File: config.mk
export PLATFORM = sky130hd
export DESIGN_NAME = peg_l2_tx_pkt_arb
export DESIGN_NICKNAME = d
export VERILOG_FILES = /design/src/rtl/peg_l2_params.sv /design/src/rtl/peg_l2_rr_sel.sv /design/src/rtl/peg_l2_tx_pkt_arb.sv
export SDC_FILE = /design/constraint.sdc
export NUM_CORES = 1
export LEC_CHECK = 0
export ABC_AREA = 1
export ABC_CLOCK_PERIOD_IN_PS = 4100
export CAP_MARGIN = 15
export CORE_ASPECT_RATIO = 1.1
export CORE_MARGIN = 3
export CORE_UTILIZATION = 40
export DETAILED_ROUTE_END_ITERATION = 8
export PLACE_DENSITY = 0.87
export SLEW_MARGIN = 0
export SYNTH_ARGS = -nofsm -noshare
export SYNTH_HDL_FRONTEND = slang
export SYNTH_SLANG_ARGS = --single-unit
File: constraint.sdc
create_clock -name rmii_ref_clk -period 4.1 [get_ports rmii_ref_clk]
set_clock_uncertainty 0.2 [all_clocks]
set_input_delay 0.41 -clock rmii_ref_clk [delete_from_list [all_inputs] [get_ports rmii_ref_clk]]
set_output_delay 0.41 -clock rmii_ref_clk [all_outputs]
set_load 0.005 [all_outputs]
File: src/rtl/peg_l2_params.sv
// Shared state encoding and constants for the PEG L2 TX packet arbiter.
package peg_l2_params;

    typedef enum logic {
        IDLE_S = 1'b0,
        LOCK_S = 1'b1
    } arb_state_e;

    localparam int unsigned DROP_CNT_W = 16;
    localparam int unsigned GNT_ID_W   = 2;

endpackage

File: src/rtl/peg_l2_rr_sel.sv
// Combinational round-robin selector: first requester strictly after ptr wins.
module peg_l2_rr_sel #(
    parameter int unsigned NUM_REQ = 2
) (
    input  logic [NUM_REQ-1:0]         req,
    input  logic [$clog2(NUM_REQ)-1:0] ptr,
    output logic [NUM_REQ-1:0]         gnt_oh,
    output logic [$clog2(NUM_REQ)-1:0] gnt_idx,
    output logic                       gnt_any
);

    localparam int unsigned IDX_W = $clog2(NUM_REQ);

    logic [IDX_W-1:0] cand;

    always_comb begin
        gnt_oh  = '0;
        gnt_idx = '0;
        gnt_any = 1'b0;
        cand    = '0;
        for (int unsigned off = 1; off <= NUM_REQ; off++) begin
            cand = IDX_W'((32'(ptr) + off) % NUM_REQ);
            if (!gnt_any && req[cand]) begin
                gnt_any      = 1'b1;
                gnt_oh[cand] = 1'b1;
                gnt_idx      = cand;
            end
        end
    end

endmodule

File: src/rtl/peg_l2_tx_pkt_arb.sv
// Packet-locked arbiter feeding the RMII TX block from NUM_REQ requesters.
// Define PEG_L2_TX_ARB_STRICT_PRIO_EN for fixed priority (lowest index wins).
module peg_l2_tx_pkt_arb
    import peg_l2_params::*;
#(
    parameter int unsigned PKT_DATA_W = 8,
    parameter int unsigned PKT_SIZE_W = 16,
    parameter int unsigned NUM_REQ    = 2
) (
    input  logic                          rmii_ref_clk,
    input  logic                          rst_n,
    input  logic [NUM_REQ-1:0]            req_pkt_valid,
    input  logic [NUM_REQ-1:0]            req_pkt_sop,
    input  logic [NUM_REQ-1:0]            req_pkt_eop,
    input  logic [NUM_REQ-1:0]            req_pkt_error,
    input  logic [NUM_REQ*PKT_DATA_W-1:0] req_pkt_data,
    input  logic [NUM_REQ*PKT_SIZE_W-1:0] req_pkt_size,
    output logic [NUM_REQ-1:0]            req_pkt_ready,
    output logic                          pkt_valid,
    output logic                          pkt_sop,
    output logic                          pkt_eop,
    output logic                          pkt_error,
    output logic [PKT_DATA_W-1:0]         pkt_data,
    output logic [PKT_SIZE_W-1:0]         pkt_size,
    input  logic                          pkt_ready,
    output logic [GNT_ID_W-1:0]           arb_gnt_id,
    output logic                          arb_busy,
    output logic [DROP_CNT_W-1:0]         arb_drop_cnt
);

    localparam int unsigned IDX_W = $clog2(NUM_REQ);

    arb_state_e            state_q;
    logic [IDX_W-1:0]      gnt_q;
    logic [NUM_REQ-1:0]    gnt_oh_q;
    logic [DROP_CNT_W-1:0] drop_q;
    logic [IDX_W-1:0]      ptr;
    logic [NUM_REQ-1:0]    cand;
    logic [NUM_REQ-1:0]    orphan;
    logic [NUM_REQ-1:0]    sel_oh;
    logic [IDX_W-1:0]      sel_idx;
    logic                  sel_any;
    logic [PKT_DATA_W-1:0] data_arr [NUM_REQ];
    logic [PKT_SIZE_W-1:0] size_arr [NUM_REQ];

    for (genvar i = 0; i < NUM_REQ; i++) begin : g_unpack
        assign data_arr[i] = req_pkt_data[i*PKT_DATA_W +: PKT_DATA_W];
        assign size_arr[i] = req_pkt_size[i*PKT_SIZE_W +: PKT_SIZE_W];
    end

    assign cand   = req_pkt_valid & req_pkt_sop;
    assign orphan = req_pkt_valid & ~req_pkt_sop;

`ifdef PEG_L2_TX_ARB_STRICT_PRIO_EN
    // A pointer pinned at the top index turns the round-robin search into fixed priority.
    assign ptr = IDX_W'(NUM_REQ - 1);
`else
    logic [IDX_W-1:0] last_q;
    assign ptr = last_q;
`endif

    peg_l2_rr_sel #(
        .NUM_REQ(NUM_REQ)
    ) u_sel (
        .req    (cand),
        .ptr    (ptr),
        .gnt_oh (sel_oh),
        .gnt_idx(sel_idx),
        .gnt_any(sel_any)
    );

    always_comb begin
        pkt_valid     = 1'b0;
        pkt_sop       = 1'b0;
        pkt_eop       = 1'b0;
        pkt_error     = 1'b0;
        pkt_data      = '0;
        pkt_size      = '0;
        req_pkt_ready = '0;
        if (state_q == LOCK_S) begin
            pkt_valid     = req_pkt_valid[gnt_q];
            pkt_sop       = req_pkt_sop[gnt_q];
            pkt_eop       = req_pkt_eop[gnt_q];
            pkt_error     = req_pkt_error[gnt_q];
            pkt_data      = data_arr[gnt_q];
            pkt_size      = size_arr[gnt_q];
            req_pkt_ready = gnt_oh_q & {NUM_REQ{pkt_ready}};
        end else if (rst_n) begin
            // Orphan beats are swallowed while idle; sop holders wait for a grant.
            req_pkt_ready = orphan;
        end
    end

    always_ff @(posedge rmii_ref_clk or negedge rst_n) begin
        if (!rst_n) begin
            state_q  <= IDLE_S;
            gnt_q    <= '0;
            gnt_oh_q <= '0;
            drop_q   <= '0;
`ifndef PEG_L2_TX_ARB_STRICT_PRIO_EN
            last_q   <= IDX_W'(NUM_REQ - 1);
`endif
        end else begin
            case (state_q)
                IDLE_S: begin
                    if (sel_any) begin
                        state_q  <= LOCK_S;
                        gnt_q    <= sel_idx;
                        gnt_oh_q <= sel_oh;
                    end
                    if (|orphan && drop_q != '1) begin
                        drop_q <= drop_q + DROP_CNT_W'(1);
                    end
                end
                LOCK_S: begin
                    if (pkt_valid && pkt_ready && pkt_eop) begin
                        state_q <= IDLE_S;
`ifndef PEG_L2_TX_ARB_STRICT_PRIO_EN
                        last_q  <= gnt_q;
`endif
                    end
                end
                default: state_q <= IDLE_S;
            endcase
        end
    end

    assign arb_busy     = (state_q == LOCK_S);
    assign arb_gnt_id   = GNT_ID_W'(gnt_q);
    assign arb_drop_cnt = drop_q;

endmodule

After elaboration in Yosys (flattened, before gate mapping)
Cells that the tools add are included.
Storage, ports and cells
  bits in registers: 21
  word-level logic and storage cells: 72
  output and inout bits: 49
  input bits: 59
Cells by class
  $add $sub $neg: 3
  reductions and logical operators: 11
  magnitude comparators: 6
  muxes and demuxes: 39
  eq/ne operators: 1
  bitwise gates (word level): 7
Operators with widths (count)
  $mux 16: 4
  $mux 8: 4
  $mux 1: 24
  $add 16x1->16 const B: 1
  $ne 16x16->1 const B: 1
  $mux 2: 4
  $and 2x2->2: 3
  $logic_and 1x1->1: 6
  $lt 1x2->1 const B: 3
  $reduce_and 2->1: 3
  $add 1x1->1 const B: 2
  $demux 1 s1: 2
  $ge 1x1->1 const B: 2
  $ge 2x2->1 const B: 1
  $not 1->2: 1
  $not 2->2: 1
  $or 2x2->2: 1
  $pmux 1 s2: 1
  $reduce_or 2->1: 1
  $logic_not 1->1: 1
  $not 1->1: 1

Depth between registers and ports, before layout
Gate-level depths: netlist of run 1.
  depth in word-level cells: 9
  gate-level depth with buffers: 10
  depth with buffers taken out: 9

Cells and area by module
From an unflattened synthesis of run 1, not the netlist that was laid out.
Unflattened totals
  cells, all modules: 286
  area, all modules: 1833.0 µm²
Modules (own cells, without submodules)
  peg_l2_tx_pkt_arb: cells an instance 279, times used 1, area each 1803.0 µm², seq. area each 526.8 µm²
  peg_l2_rr_sel: cells an instance 7, times used 1, area each 30.0 µm², seq. area each 0.0 µm²

Worst setup path before layout of run 1
Ideal clock, no wire load.
  path type: flip-flop to output port
  start: register state_q (netlist: arb_busy)
  end: output req_pkt_ready[0]
  arrival: 1.071 ns
  buffers on the path: 2
  required time: 3.490 ns
  slack: 2.419 ns
  cell stages (with the launch flop): 5
  path through: dfrtp_1 > clkbuf_1 > clkbuf_1 > nand2_1 > o22ai_1
Between the ends
  word-level cells in the longest chain between the ends: 1
Ends and longest elaborated chain
  from (decl): line peg_l2_tx_pkt_arb.sv:33  | arb_state_e state_q;
  from (signal assigned): line peg_l2_tx_pkt_arb.sv:96  | state_q <= IDLE_S;
  from (signal assigned): line peg_l2_tx_pkt_arb.sv:107  | state_q <= LOCK_S;
  from (signal assigned): line peg_l2_tx_pkt_arb.sv:117  | state_q <= IDLE_S;
  $mux 2: line peg_l2_tx_pkt_arb.sv:80  | if (state_q == LOCK_S) begin
  to (decl): line peg_l2_tx_pkt_arb.sv:18  | output logic [NUM_REQ-1:0] req_pkt_ready,
No other way between the ends.

Worst setup path after layout of run 1
  start: register state_q (netlist: arb_busy)
  end: output pkt_valid
Between the ends
  word-level cells in the longest chain between the ends: 1
Ends and longest elaborated chain
  $mux 1: line peg_l2_tx_pkt_arb.sv:80
  to (decl): line peg_l2_tx_pkt_arb.sv:19  | output logic pkt_valid,
No other way between the ends.

==> results_dict.tcl, run 1 <==
set metrics [dict create \
    required_ps 3490 \
    r2r_start "arb_drop_cnt[0]$_DFFE_PN0P_" \
    dr_total_vias 2083 \
    r2r_cells 10 \
    first_pass_iters 4 \
    yosysWarnings 0 \
    drive_gt1_share_pct 5.348 \
    slowest_delay_ps 940 \
    die_x_um 67.68 \
    postLayoutCoreUtil_pct 69.67 \
    syn_nets 337 \
    fin_crit_ps 3128 \
    cts_tree "yes" \
    cts_buffers 3 \
    crit_arrival_ps 2520 \
    routed.top_layer "met4" \
    n_fill_cell 366 \
    ys_types 24 \
    path_cells "inv_1 > a21oi_1 > clkdlybuf4s50_1" \
    postCtsSetupBuffers 0 \
    wl_met3_um 652 \
    synth.most_common_cell "nand2_1" \
    setup_slack_ps 971.7 \
    place_inst 422 \
    power_w 0.001194 \
    clock-root-buffer "clkbuf_8" \
    core_area_um2 3994 \
    crit_family "buffers and inverters" \
    ys_top_cells_by_area "dfrtp_1 30%, nand2_1 17%, nor2_1 16%" \
    fin_cells 426 \
    hold_class "in2async" \
    status "finished clean" \
    dr_wl_met2_mm 2.498 \
    cts_resized 0 \
    cts_num_sinks 21 \
    p_leak_nw 1.199 \
    clk_latency_ps 260 \
    cp_slowest_cell "dfrtp_1" \
    max_freq_mhz 319.7 \
    yosysTopAreaCell "dfrtp_1" \
    overflow 0 \
    clockBufferDepth 2 \
    ys_seq_elements 21 \
    drv_cap 0 \
    die_area_um2 4998 \
    power_density_nw_per_um2 429.1 \
    dp_slack_ps 1264 \
    nets 435 \
    synthArstFlopShare_pct 100.0 \
    die_h_um 73.85 \
    clk_pin_slew_ps 70 \
    slew_viol_final 0 \
    place_congestion 0.8014 \
    postCtsHoldBufs 0 \
    setup-tns-final_ps 0 \
    routed_wirelength_mm 5.449 \
    routedWlPerCell_um 12.79 \
    drc 0 \
    period_share_pct 76.30 \
    synth-edff-count 0 \
    setup_viol_count_final 0 \
    postSynthCellCount 277 \
    wl_met1_mm 2.184 \
    rr_endpoint "arb_drop_cnt[7]$_DFFE_PN0P_" \
    n_antenna_cell 0 \
    hpwl_mm 4.359 \
    track_usage_pct 21.56 \
    rows 24 \
    synth_top_cells_by_count "76 x nand2_1, 70 x nor2_1, 30 x o21ai_0" \
    start_util_pct 41.92 \
    startpoint_type "flip-flop" \
    critPathKind "reg2out" \
    route.detailed.vias_per_inst 4.890 \
    regToRegSetupSlack_ps 1740 \
    synth_flop_cell "dfrtp_1" \
    vdd_drop_max_v 0.0002603 \
    dr.first_iter.drc_count 115 \
    path_max_fanout 36 \
    grt_max_degree 37 \
    area_growth_syn_to_layout_pct 66.22 \
    maxSlewHeadroom_pct 39.30 \
    grt_pass1_vias 1809 \
    grt_pass1_wl_mm 8.349 \
    hold_viol_final 0 \
    yosysTopAreaCellShare_pct 29.90 \
    synth_seq_area_share_pct 31.46 \
    crit_path_start "arb_busy$_DFF_PN0_" \
    avgSynthCellArea_um2 6.044 \
    ios 108 \
    ant_nets 0 \
    worstPathBufferInverterCount 2 \
    worstMarginPinSlew_ps 910.4 \
    worst_setup_path_end_kind "primary output" \
    io_buffers 106 \
    rsz0062_at_grt "no" \
    antenna_found_initial 0 \
    syn_area_um2 1674 \
    h-tree-depth 1 \
]
-- layout make-up --
| class | count | area, um2 | share of cell area (%) |
|---|---|---|---|
| repair buffers | 109 | 1084 | 38.94 |
| multi-input cells | 214 | 964.7 | 34.67 |
| flip-flops and latches | 21 | 526.8 | 18.93 |
| inverters | 26 | 97.59 | 3.507 |
| well taps | 52 | 65.06 | 2.338 |
| clock buffers | 4 | 45.04 | 1.619 |
-- registers in the layout, indices dropped and copies added, names as in the netlist --
| register | flops |
|---|---|
| arb_busy | 1 |
| arb_drop_cnt | 16 |
| gnt_oh_q | 2 |
| gnt_q | 1 |
| last_q | 1 |
-- per-layer routing --
layer | track usage (%) | up-vias
li1 | - | 1053
met1 | 25.38 | 932
met2 | 36.32 | 89
met3 | 7.187 | 9
met4 | 7.207 | 0
met5 | 0 | -
-- how the worst max path moves through the flow --
stage                             to  slack, ps  cells past startpoint
finish                     pkt_valid        970                      3
CTS                        pkt_valid        980                      3
global route               pkt_valid        770                      3
global placement           pkt_valid       1300                      3
floorplan           req_pkt_ready[0]       2420                      4
detailed placement         pkt_valid       1260                      3
-- kinds of logic after synthesis --
group,count (synthesis),synth area share (%)
compound gates,38,11.73
xor+xnor,1,0.5233
fa+ha+maj,1,0.7473
buf+inv,42,11.06
flops,21,31.47
other cells,1,0.2240
simple gates,173,44.25
-- power breakdown --
part,internal (W),switching (W),total (W)
clock network,0.0000693,0.0000651,0.000134
registers,0.000250,0.0000687,0.000319
logic,0.000424,0.000317,0.000741
-- per-stage QoR --
| step | area [um2] | hold WS, ps |
|---|---|---|
| 5_1_grt | 2783 | 309.3 |
| 3_3_place_gp | 2738 | 298.8 |
| 2_1_floorplan | 1674 | -85.59 |
| 3_5_place_dp | 2738 | 316.7 |
| 6_report | 2783 | 285.4 |
| 4_1_cts | 2783 | 293.0 |
-- layout by cell type (no fill, tap or decap), drive strengths merged, types with 3 or more instances in the layout --
cell,instances
clkdlybuf4s50,106
nand2,78
nor2,71
o21ai,30
inv,26
nand3,21
dfrtp,20
a21oi,4
clkbuf,4
o22ai,3
buf,3
Note: power is estimated with default switching activity, not from simulation.
==> run 2, diff against run 1 <==
--- a/config.mk
+++ b/config.mk
@@ -6,13 +6,13 @@
 export NUM_CORES = 1
 export LEC_CHECK = 0
 export ABC_AREA = 1
-export ABC_CLOCK_PERIOD_IN_PS = 4100
+export ABC_CLOCK_PERIOD_IN_PS = 3200
 export CAP_MARGIN = 15
 export CORE_ASPECT_RATIO = 1.1
 export CORE_MARGIN = 3
-export CORE_UTILIZATION = 40
+export CORE_UTILIZATION = 37
 export DETAILED_ROUTE_END_ITERATION = 8
-export PLACE_DENSITY = 0.87
+export PLACE_DENSITY = 0.82
 export SLEW_MARGIN = 0
 export SYNTH_ARGS = -nofsm -noshare
 export SYNTH_HDL_FRONTEND = slang
==> constraint.sdc (replaced) <==
create_clock -name rmii_ref_clk -period 3.2 [get_ports rmii_ref_clk]
set_clock_uncertainty 0.2 [all_clocks]
set_input_delay 0.32 -clock rmii_ref_clk [delete_from_list [all_inputs] [get_ports rmii_ref_clk]]
set_output_delay 0.32 -clock rmii_ref_clk [all_outputs]
set_load 0.005 [all_outputs]
==> run 2 against run 1 <==
Compared with the run above: design area increased by 0.63%; hold slack improved by 15 ps; sequential cell count unchanged; critical path depth increased by 2; non-clock buffer count increased by 2; utilization decreased by 4.8 points; global-route usage decreased by 0.94 points; wire length increased by 6.6%; clock power increased by 29%; die area increased by 7.4%; critical path type unchanged; highest routed layer unchanged.
==> results_dict.tcl, run 2 (synthesis gave the netlist of run 1 again) <==
set metrics [dict create \
    dr_total_vias 2090 \
    largest_reg_flops 16 \
    hpwl_mm 4.529 \
    place_congestion 0.8834 \
    worst_setup_path_end_kind "primary output" \
    die_x_um 70.14 \
    rr_endpoint "arb_drop_cnt[14]$_DFFE_PN0P_" \
    cts_resized 0 \
    routed_wirelength_mm 5.809 \
    ant_nets 0 \
    drive_gt1_share_pct 5.851 \
    path_max_fanout 27 \
    drc 0 \
    setup-tns-final_ps 0 \
    status "finished clean" \
    overflow 0 \
    regToRegSetupSlack_ps 980 \
    required_ps 2680 \
    start_util_pct 38.78 \
    antenna_found_initial 0 \
    route.detailed.vias_per_inst 4.860 \
    routedWlPerCell_um 13.51 \
    grt_max_degree 36 \
    drv_cap 0 \
    path_cells "inv_1 > buf_4 > nand2_1 > a21oi_1 > clkdlybuf4s50_1" \
    cts_num_sinks 21 \
    h-tree-depth 1 \
    dr.first_iter.drc_count 131 \
    grt_pass1_vias 1867 \
    track_usage_pct 20.62 \
    r2r_start "arb_drop_cnt[0]$_DFFE_PN0P_" \
    critical_path_depth 5 \
    startpoint_type "flip-flop" \
    layout_commonest_cell "clkdlybuf4s50_1" \
    cts_tree "yes" \
    first_pass_iters 5 \
    rows 25 \
    area_growth_syn_to_layout_pct 67.26 \
    hold_viol_final 0 \
    worstPathBufferInverterCount 3 \
    clk_latency_ps 260 \
    cts_buffers 3 \
    setup_viol_count_final 0 \
    rsz0062_at_grt "no" \
    die_h_um 76.55 \
    layout_common_cells "106 x clkdlybuf4s50_1, 76 x nand2_1, 69 x nor2_1" \
    clockBufferDepth 2 \
    grt_pass1_wl_mm 9.128 \
    slowest_delay_ps 560 \
    clock-root-buffer "clkbuf_8" \
    postLayoutCoreUtil_pct 64.87 \
    r2r_cells 10 \
    postCtsHoldBufs 0 \
    p_leak_nw 1.208 \
    n_antenna_cell 0 \
    period_share_pct 74.00 \
    slew_viol_final 0 \
    crit_arrival_ps 1850 \
    ios 108 \
    power_density_nw_per_um2 556.3 \
    max_freq_mhz 422.3 \
    cp_slowest_cell "clkdlybuf4s50_1" \
    fin_crit_ps 2368 \
    nets 437 \
    core_area_um2 4317 \
    hold_class "in2async" \
    critPathKind "reg2out" \
    io_buffers 106 \
    clk_pin_slew_ps 70 \
    die_area_um2 5368 \
    crit_family "buffers and inverters" \
    postCtsSetupBuffers 0 \
    vdd_drop_max_v 0.0002750 \
]
run 2: cell types whose count changed in the layout (fill, tap and decap cells not counted):
cell	previous run	this run
buf_4	3	5
run 2: area by class of cell:
type / count / area [um2]
inverter: 26 / 97.59
multi-input combinational: 214 / 964.7
tap: 54 / 67.56
fill: 389 / 1516
clock buffer: 4 / 45.04
timing repair buffer: 111 / 1099
sequential: 21 / 526.8
run 2: per-stage QoR:
stage          setup WS [ps]  area [um2]  std cells  power [W]  hold slack, ps
6_report               831.9        2800        430   0.001558           300.2
5_1_grt                711.3        2800        430   0.001674           331.7
4_1_cts                807.5        2800        430   0.001570           320.4
3_5_place_dp           956.3        2755        426   0.001396           309.6
3_3_place_gp            1011        2755        426   0.001376           295.3
2_1_floorplan           1532        1674        277  0.0008067          -175.6
run 2: worst max path at each step:
stage	from	to	slack (ps)
after global routing	gnt_q$_DFFE_PN0P_	pkt_valid	710
after CTS	gnt_q$_DFFE_PN0P_	pkt_valid	810
after global placement	req_pkt_valid[1]	arb_drop_cnt[15]$_DFFE_PN0P_	1010
after floorplan	arb_drop_cnt[0]$_DFFE_PN0P_	arb_drop_cnt[2]$_DFFE_PN0P_	1530
after detailed placement	req_pkt_valid[1]	arb_drop_cnt[14]$_DFFE_PN0P_	960
final	gnt_q$_DFFE_PN0P_	pkt_valid	830
run 2: report_power, final:
| group | total [W] | internal [W] | switching (W) |
|---|---|---|---|
| clock network | 0.000173 | 0.0000887 | 0.0000842 |
| logic | 0.00101 | 0.000554 | 0.000460 |
| registers | 0.000371 | 0.000321 | 0.0000498 |
| total | 0.00156 | 0.000964 | 0.000594 |
run 2: worst register-to-register path: stages, from the launching register on:
cell and delay [ps]:
dfrtp_1 440, ha_1 230, inv_1 100, nor2_1 80
nand2_2 90, nor2_1 80, nor2_2 350, buf_4 330
nand2_1 80, nand2_1 70, nand2_1 50
run 2: layer usage:
| layer | track usage [%] | wire length, um | vias up |
|---|---|---|---|
| met4 | 3.448 | 73 | 0 |
| met3 | 2.375 | 307 | 9 |
| met5 | 0 | 0 | - |
| met1 | 27.92 | 2677 | 941 |
| met2 | 35.63 | 2751 | 83 |
| li1 | - | - | 1057 |
==> run 3, diff against run 2 <==
--- a/config.mk
+++ b/config.mk
@@ -6,7 +6,7 @@
 export NUM_CORES = 1
 export LEC_CHECK = 0
 export ABC_AREA = 1
-export ABC_CLOCK_PERIOD_IN_PS = 3200
+export ABC_CLOCK_PERIOD_IN_PS = 2400
 export CAP_MARGIN = 15
 export CORE_ASPECT_RATIO = 1.1
 export CORE_MARGIN = 3
==> constraint.sdc (replaced) <==
create_clock -name rmii_ref_clk -period 2.4 [get_ports rmii_ref_clk]
set_clock_uncertainty 0.2 [all_clocks]
set_input_delay 0.24 -clock rmii_ref_clk [delete_from_list [all_inputs] [get_ports rmii_ref_clk]]
set_output_delay 0.24 -clock rmii_ref_clk [all_outputs]
set_load 0.005 [all_outputs]
==> run 3 against run 2 <==
Compared with the run above: combinational power up 39%; design area up 1.8%; sequential share of layout area down 0.34 points; register-to-register slack worse by 450 ps; first-iteration DRC count down 27%; sequential cell count unchanged; largest cell class unchanged.
==> results_dict.tcl, run 3 (synthesis gave the netlist of run 1 again) <==
set metrics [dict create \
    status "finished clean" \
    dp_slack_ps 371.3 \
    period_share_pct 93.67 \
    nets 441 \
    power_frac_comb_pct 64.7 \
    hold_viol_final 0 \
    setup_viol_count_final 0 \
    grt_pass1_vias 1902 \
    power_density_nw_per_um2 756.6 \
    core_area_um2 4317 \
    first_pass_iters 4 \
    startpoint_type "flip-flop" \
    routedWlPerCell_um 13.70 \
    p_leak_nw 1.234 \
    switching_power_w 0.0008209 \
    die_h_um 76.55 \
    drv_cap 0 \
    worst_setup_path_end_kind "primary output" \
    r2r_cells 10 \
    cts_num_sinks 21 \
    placed_area_um2 2798 \
    place_inst 430 \
    timing.hold.ws_ps 214.4 \
    path_max_fanout 24 \
    die_x_um 70.14 \
    swShare_pct 38.05 \
    setup-tns-final_ps 0 \
    dr.first_iter.drc_count 95 \
    postCtsHoldBufs 0 \
    hpwl_mm 4.758 \
    max_freq_mhz 444.8 \
    largest_reg_flops 16 \
    routed_wirelength_mm 5.947 \
    layout_common_cells "106 x clkdlybuf4s50_1, 76 x nand2_1, 69 x nor2_1" \
    grt_pass1_wl_mm 9.577 \
    n_fill_cell 390 \
    clk_pin_slew_ps 80 \
    final_area_um2 2851 \
    overflow 0 \
    setup_slack_ps 152.0 \
    hold_class "in2async" \
    slew_viol_final 0 \
    pwr-share-clk_pct 11.2 \
    pwr-share-seq_pct 24.1 \
    fin_cells 434 \
    place_congestion 0.9260 \
    clock-root-buffer "clkbuf_8" \
    start_util_pct 38.78 \
    crit_family "buffers and inverters" \
    clk_latency_ps 270 \
    crit_arrival_ps 1810 \
    path_cells "buf_12 > o21ai_0 > nor2_1 > clkdlybuf4s50_1" \
    slowest_delay_ps 550 \
    route.detailed.vias_per_inst 4.846 \
    h-tree-depth 1 \
    ant_nets 0 \
    track_usage_pct 22.18 \
    critical_path_depth 4 \
    n_antenna_cell 0 \
    grt_max_degree 31 \
    cts_tree "yes" \
    fin_crit_ps 2248 \
    clockBufferDepth 2 \
    vdd_drop_max_v 0.0005610 \
    required_ps 1960 \
    area_growth_syn_to_layout_pct 70.33 \
    ios 108 \
    worstPathBufferInverterCount 2 \
    io_buffers 106 \
    dr_total_vias 2103 \
    antenna_found_initial 0 \
    die_area_um2 5368 \
    cts_buffers 3 \
    rsz0062_at_grt "no" \
    layout_commonest_cell "clkdlybuf4s50_1" \
    p_int_w 0.001336 \
    drc 0 \
    drive_gt1_share_pct 7.368 \
    critPathKind "reg2out" \
    rows 25 \
    cp_slowest_cell "dfrtp_1" \
]
==> run 3: cell types whose count changed in the layout (fill, tap and decap cells not counted), sizes merged <==
| cell | previous run | this run |
|---|---|---|
| buf | 5 | 9 |
| clkbuf | 4 | 3 |
| clkinv | 0 | 1 |
| clkinvlp | 0 | 1 |
| inv | 26 | 25 |
==> run 3: path summary, 6_finish.rpt <==
check / startpoint / to / slack (ps)
hold / removal: rst_n / arb_drop_cnt[6]$_DFFE_PN0P_ / 210
hold reg to reg: last_q$_DFFE_PN1P_ / last_q$_DFFE_PN1P_ / 320
setup reg to reg: arb_drop_cnt[0]$_DFFE_PN0P_ / arb_drop_cnt[8]$_DFFE_PN0P_ / 530
setup / recovery: arb_busy$_DFF_PN0_ / pkt_eop / 150
max in group asynchronous: rst_n / last_q$_DFFE_PN1P_ / 1510
min in group rmii_ref_clk: last_q$_DFFE_PN1P_ / last_q$_DFFE_PN1P_ / 320
==> run 3: what timing repair did <==
item	4_1_cts	5_1_grt
buffers inserted	0	0
resized for setup	0	2
endpoints found under the setup margin	0	16
==> run 3: power groups by stage <==
stage	combinational [W]	sequential, W	clock, W
3_5_place_dp	0.00140	0.000520	0
6_report	0.00140	0.000519	0.000242
2_1_floorplan	0.000586	0.000490	0
4_1_cts	0.00140	0.000514	0.000245
5_1_grt	0.00154	0.000527	0.000261
3_3_place_gp	0.00138	0.000513	0
==> run 3: per-stage QoR <==
step | util (%) | power [W]
floorplan | - | 0.001076
global placement | 64.81 | 0.001888
detailed placement | 64.81 | 0.001918
CTS | 65.88 | 0.002162
global route | 66.06 | 0.002327
finish | 66.06 | 0.002157
==> run 3: final cells by class <==
class	count	area (um2)	area share, %
Clock buffer	3	41.29	1.448
Clock inverter	1	5.005	0.1755
Sequential cell	21	526.8	18.47
Multi-Input combinational cell	214	964.7	33.83
Timing Repair Buffer	115	1145	40.15
Inverter	26	101.3	3.554
Tap cell	54	67.56	2.369
==> run 3: routing by layer <==
metal | wire (um) | track usage (%)
met3 | 342 | 3.826
met4 | 95 | 7.088
met5 | 0 | 0
met1 | 2589 | 27.58
met2 | 2920 | 38.56
